==> config.mk <==
export PLATFORM = sky130hd
export DESIGN_NAME = exc_ctrl
export DESIGN_NICKNAME = d
export VERILOG_FILES = /design/src/rtl/exc_ctrl.sv
export SDC_FILE = /design/constraint.sdc
export NUM_CORES = 1
export LEC_CHECK = 0
export BUFFER_PORTS_ARGS = -buffer_cell sky130_fd_sc_hd__buf_2
export CORE_MARGIN = 4
export CORE_UTILIZATION = 48
export DETAILED_ROUTE_END_ITERATION = 7
export PLACE_DENSITY = 0.86
export SLEW_MARGIN = 20
export SYNTH_ARGS = -nofsm -noshare
export SYNTH_HDL_FRONTEND = slang
export SYNTH_SLANG_ARGS = --single-unit
==> constraint.sdc <==
create_clock -name i_clk -period 2.8 [get_ports i_clk]
set_clock_uncertainty 0.05 [all_clocks]
set_input_delay 0.56 -clock i_clk [delete_from_list [all_inputs] [get_ports i_clk]]
set_output_delay 0.56 -clock i_clk [all_outputs]
set_load 0.005 [all_outputs]
==> src/rtl/exc_ctrl.sv <==
// exc_ctrl: LEGv8 exception controller owning ELR/ESR, the take/return FSM and IRQ synchronisation.
// Redirect/flush/irq_ack are decoded from registered state so they are single-cycle and glitch-free.
module exc_ctrl #(
    parameter int             N           = 64,
    parameter logic [N-1:0]   EXC_VECTOR  = 64'hD8,
    parameter int             SYNC_STAGES = 2
) (
    input  logic         i_clk,
    input  logic         i_rst_n,
    input  logic         i_ext_irq,
    input  logic         i_instr_valid,
    input  logic         i_not_an_instr,
    input  logic         i_eret,
    input  logic [N-1:0] i_pc_d,
    output logic         o_redirect,
    output logic [N-1:0] o_redirect_pc,
    output logic         o_flush,
    output logic [N-1:0] o_elr,
    output logic [3:0]   o_esr,
    output logic         o_in_handler,
    output logic         o_irq_ack,
    output logic         o_halted
);
    typedef enum logic [2:0] {S_RUN, S_TAKE, S_HANDLER, S_RETURN, S_HALT} state_t;

    state_t                 r_state, w_next;
    logic [SYNC_STAGES-1:0] r_sync;
    logic                   r_irq_prev, r_irq_pend;
    logic [N-1:0]           r_elr;
    logic [3:0]             r_esr;
    logic                   w_rise, w_take_irq, w_take_bad, w_ret;

    assign w_rise     = r_sync[SYNC_STAGES-1] & ~r_irq_prev;
    assign w_take_irq = (r_state == S_RUN) && i_instr_valid && r_irq_pend;
    // An ERET outside a handler is treated as an invalid opcode.
    assign w_take_bad = (r_state == S_RUN) && i_instr_valid && !r_irq_pend && (i_not_an_instr || i_eret);
    assign w_ret      = (r_state == S_HANDLER) && (w_next == S_RETURN);

    always_comb begin
        w_next = r_state;
        case (r_state)
            S_RUN:     w_next = (w_take_irq || w_take_bad) ? S_TAKE : S_RUN;
            S_TAKE:    w_next = S_HANDLER;
            S_HANDLER: w_next = (i_instr_valid && i_not_an_instr) ? S_HALT :
                                (i_instr_valid && i_eret) ? S_RETURN : S_HANDLER;
            S_RETURN:  w_next = S_RUN;
            S_HALT:    w_next = S_HALT;
            default:   w_next = S_RUN;
        endcase
    end

    always_ff @(posedge i_clk or negedge i_rst_n) begin
        if (!i_rst_n) begin
            r_state    <= S_RUN;
            r_sync     <= '0;
            r_irq_prev <= 1'b0;
            r_irq_pend <= 1'b0;
            r_elr      <= '0;
            r_esr      <= 4'b0000;
        end else begin
            r_state    <= w_next;
            r_sync     <= {r_sync[SYNC_STAGES-2:0], i_ext_irq};
            r_irq_prev <= r_sync[SYNC_STAGES-1];
            r_irq_pend <= w_rise | (r_irq_pend & ~w_take_irq);
            if (w_take_irq || w_take_bad) begin
                r_elr <= i_pc_d;
                r_esr <= w_take_irq ? 4'b0001 : 4'b0010;
            end else if (w_ret) begin
                r_esr <= 4'b0000;
            end
        end
    end

    assign o_redirect    = (r_state == S_TAKE) || (r_state == S_RETURN);
    assign o_flush       = o_redirect;
    assign o_redirect_pc = (r_state == S_TAKE) ? EXC_VECTOR : (r_state == S_RETURN) ? r_elr : '0;
    assign o_irq_ack     = (r_state == S_TAKE) && (r_esr == 4'b0001);
    assign o_in_handler  = (r_state == S_HANDLER);
    assign o_halted      = (r_state == S_HALT);
    assign o_elr         = r_elr;
    assign o_esr         = r_esr;
endmodule
== Yosys cells after proc, flatten, opt, wreduce, memory -nomap -nowiden ==
Cells that the tools add are included.

* Output and inout bits: 137
* Latch bits: 0
* Memory bits (writable): 0
* Register bits after elaboration: 75
* ROM bits: 0
* Memories: 0
* Input bits: 70

* Multiply operators: 0
* Shift operators: 0
* Reduce and logical (&&, ||, !) cells: 14
* Equal/unequal tests: 6
* Bitwise gates (word level): 5
* $lt $le $gt $ge: 0
* Divide/modulo/power cells: 0
* Muxes and demuxes: 9
* Add/sub/neg operators: 0

{| class="wikitable"
|+ Operator list
! cell !! count
|-
| two-way mux 64 bit || 2
|-
| case mux 3 bit (4 select lines) || 1
|-
| == test 3 x 2 -> 1 bit (second input constant) || 3
|-
| logical AND 1 bit || 8
|-
| two-way mux 4 bit || 2
|-
| == test 4 x 1 -> 1 bit (second input constant) || 1
|-
| == test 3 x 1 -> 1 bit (second input constant) || 1
|-
| == test 3 bit (second input constant) || 1
|-
| zero test 3 bit || 1
|-
| logical OR 1 bit || 3
|-
| two-way mux 3 bit || 1
|-
| bitwise AND 1 bit || 2
|-
| two-way mux 1 bit || 2
|-
| two-way mux 2 bit || 1
|-
| inverter 1 bit || 2
|-
| nonzero test 2 bit || 1
|-
| zero test 1 bit || 1
|-
| OR 1 bit || 1
|}

== Depth between registers and ports, before layout ==
* Depth after elaboration: 11
* Mapped depth: 6

== Least setup slack after synthesis ==
No wires, ideal clock.

* Kind: register to output
* From: register r_state[2]
* To: output o_irq_ack
* Data arrival time: 1.389 ns
* Buffers on the path: 2
* Stages on the path, launching flop included: 5
* Slack: 0.801 ns
* Required time: 2.190 ns
* Path through: dfrtp_1 -> and2b_2 -> clkbuf_1 -> clkbuf_1 -> and3_1

* Cells in the longest elaborated chain, start to end: 2

{| class="wikitable"
|+ RTL lines
! element !! RTL line !! RTL
|-
| from (decl) || 26 || <nowiki>state_t r_state, w_next;</nowiki>
|-
| from (signal assigned) || 61 || <nowiki>r_state <= w_next;</nowiki>
|-
| == test 3 x 1 -> 1 bit || 77 || <nowiki>assign o_irq_ack = (r_state == S_TAKE) && (r_esr == 4'b0001);</nowiki>
|-
| logical AND 1 bit || 77 ||
|-
| to (decl) || 21 || <nowiki>output logic o_irq_ack,</nowiki>
|}

No other way between the ends.

== Final worst setup path ==
* From: register r_state[2]
* To: output o_redirect_pc[8]

* Cells in the longest elaborated chain, start to end: 3
* Elaborated cells on any way between the ends: 4
* Those cells by class: eq/ne: 2; mux: 2

{| class="wikitable"
|+ RTL lines
! element !! RTL line !! RTL
|-
| == test 3 x 2 -> 1 bit || 76 || <nowiki>assign o_redirect_pc = (r_state == S_TAKE) ? EXC_VECTOR : (r_state == S_RETURN) ? r_elr : '0;</nowiki>
|-
| two-way mux 64 bit || 76 ||
|-
| two-way mux 64 bit (*) || 76 ||
|-
| to (decl) || 16 || <nowiki>output logic [N-1:0] o_redirect_pc,</nowiki>
|}

Mark *: on every way between the ends. The rest lies on a longest branch, timed or not.

==> results.json <==
{
  "grt_start_max_net_pins": 74,
  "powerDensity_nw_per_um2": 1110,
  "area_growth_pct": 33.0,
  "first_pass_iters": 4,
  "avgSynthCellArea_um2": 14.1,
  "ys_seq_area_frac": 0.507,
  "switching_share": 0.339,
  "cts_buffers": 9,
  "cts.repair.resized": 0,
  "track_usage": 0.206,
  "vias": 2749,
  "synth_cells": 255,
  "synth_top_area_frac": 0.507,
  "relSlewSlack": 0.401,
  "crit_fanout": 67,
  "cellInternalPower_w": 0.00352,
  "die_h_um": 94.6,
  "ant_nets": 0,
  "first_iter_violations": 82,
  "num_rows": 31,
  "worst_pin_slew_ps": 899,
  "dieArea_um2": 8950,
  "clock_sinks": 73,
  "criticalPathCategory": "reg2out",
  "max-vdd-ir-drop_mv": 0.517,
  "synth_edf_count": 0,
  "wire_per_inst_um": 16.9,
  "arrival_ps": 1890,
  "antenna_found_initial": 0,
  "end_kind": "output pin",
  "place.gp.congestion": 0.735,
  "maxCapViolCount": 0,
  "start_util": 0.494,
  "power_w": 0.00533,
  "nets": 520,
  "num_io_pins": 207,
  "wirelength_um": 9360,
  "worstPathRequired_ps": 2190,
  "hold_class": "in2async",
  "clock.fmax_mhz": 400,
  "fin_crit_ps": 2500,
  "cts_setup_buffers": 0,
  "status": "finished, final reports clean",
  "yosysWarnings": 0,
  "ys_ff_latch": 73,
  "finalSetupTns_ps": 0,
  "finalHoldViolations": 0,
  "synth_area_leaders": "dfrtp_1 51%, mux2_4 25%, and3_1 11%, buf_12 3.9%, clkbuf_1 1.5%",
  "ctsLongestPathBuffers": 2,
  "drive_above_1_share": 0.646,
  "clkPwrFrac": 0.163,
  "yosysMostFrequentCell": "dfrtp_1",
  "leakagePower_nw": 2.82,
  "synth_largest_area_cell": "dfrtp_1",
  "first_global_vias": 2791,
  "dp_hpwl_um": 6870,
  "viasPerCell": 4.96,
  "clkTransAtPathRegs_ps": 80,
  "dpl.cell_count": 538,
  "startpoint_type": "flop",
  "synth.distinct_cells": 28,
  "whs_ps": 285,
  "cts_max_level": 3,
  "syn_area_um2": 3600,
  "diodes": 0,
  "synth_ff_type": "dfrtp_1",
  "setup_viol": 0,
  "clk_latency_ps": 330,
  "synth_commonest_cells": "73 x dfrtp_1, 61 x and3_1, 60 x mux2_4, 14 x clkbuf_1, 7 x buf_12",
  "switchingPower_w": 0.00180,
  "synth_async_sr_flop_share": 1.00,
  "ctsRootBufferMaster": "clkbuf_8",
  "overflow": 0,
  "grt_pass1_wl_um": 14300,
  "rsz0062_at_grt": "false",
  "hold_buffers": 0,
  "cts_tree": "yes",
  "drc": 0,
  "core_um2": 7290,
  "finalCritPeriodShare": 0.892,
  "dieWidth_um": 94.6,
  "power_frac_seq": 0.391,
  "pwr-share-comb": 0.446,
  "instances_no_fill": 554,
  "port_buffers": 204,
  "finalMaxSlewViolations": 0
}
==> flip-flops by register name, indices dropped and copies added (netlist names) <==
| signal | count |
|---|---|
| o_elr | 64 |
| o_esr | 2 |
| r_irq_pend | 1 |
| r_irq_prev | 1 |
| r_state | 3 |
| r_sync | 2 |
==> cell type report <==
cell class                      count  area [um2]
Multi-Input combinational cell    155        1540
Clock buffer                        9         124
Fill cell                         581        2500
Timing Repair Buffer              208        1080
Clock inverter                      7        85.1
Inverter                            3        11.3
Sequential cell                    73        1830
Tap cell                           99         124
==> path summary, 6_finish.rpt <==
path | start | cells after the start | slack (ps) | to
setup / recovery | r_state[2]$_DFF_PN0_ | 4 | 300 | o_redirect_pc[8]
hold / removal | i_rst_n | 1 | 290 | o_elr[17]$_DFFE_PN0P_
setup reg to reg | r_state[1]$_DFF_PN0_ | 4 | 700 | o_elr[37]$_DFFE_PN0P_
hold reg to reg | r_sync[0]$_DFF_PN0_ | 0 | 310 | r_sync[1]$_DFF_PN0_
max in group asynchronous | i_rst_n | 1 | 1800 | o_esr[0]$_DFFE_PN0P_
min in group i_clk | i_ext_irq | 1 | 300 | r_sync[0]$_DFF_PN0_
==> critical path, stage by stage (launching register included) <==
cell	delay, ps
dfrtp_1	470
and2b_2	250
buf_4	450
and3_1	270
buf_2	120
==> logic make-up after synthesis <==
family,Yosys count,synth area share
mux,65,0.265
buf+inv,28,0.0660
compound gates,14,0.0309
simple gates,74,0.130
other cells,1,0.00104
flops,73,0.507
==> per-layer routing <==
layer / GRT usage / vias up / wire length (um)
met1: 0.255 / 1328 / 3740
met3: 0.0446 / 10 / 626
met4: 0.0733 / 0 / 119
met5: 0 / - / 0
li1: - / 1289 / -
met2: 0.353 / 122 / 4870
==> cells in the final DEF (no fill, tap or decap), types with 2 or more instances in the layout <==
cell	n
a21oi_1	2
and3_1	61
buf_12	2
buf_2	203
buf_4	3
bufinv_16	2
clkbuf_8	9
clkinv_2	5
conb_1	2
dfrtp_1	72
inv_1	3
mux2_2	4
mux2_4	60
nand2_1	3
nor2_1	4
nor3b_1	2
o21a_1	4
==> stage by stage <==
stage / area [um2] / utilization / worst slack (ps)
after CTS: 4790 / 0.657 / 309
after floorplan: 3610 / - / 801
after detailed placement: 4580 / 0.629 / 685
final: 4790 / 0.657 / 302
after global placement: 4580 / 0.629 / 755
after global routing: 4790 / 0.657 / 168
==> power groups by stage <==
stage	combinational, W	sequential, W	clock, W
2_1_floorplan	0.00162	0.00197	0
3_3_place_gp	0.00233	0.00205	0
3_5_place_dp	0.00240	0.00209	0
4_1_cts	0.00241	0.00208	0.000891
5_1_grt	0.00258	0.00216	0.000940
6_report	0.00238	0.00208	0.000868
No activity file was read; power rests on OpenSTA's default activity.
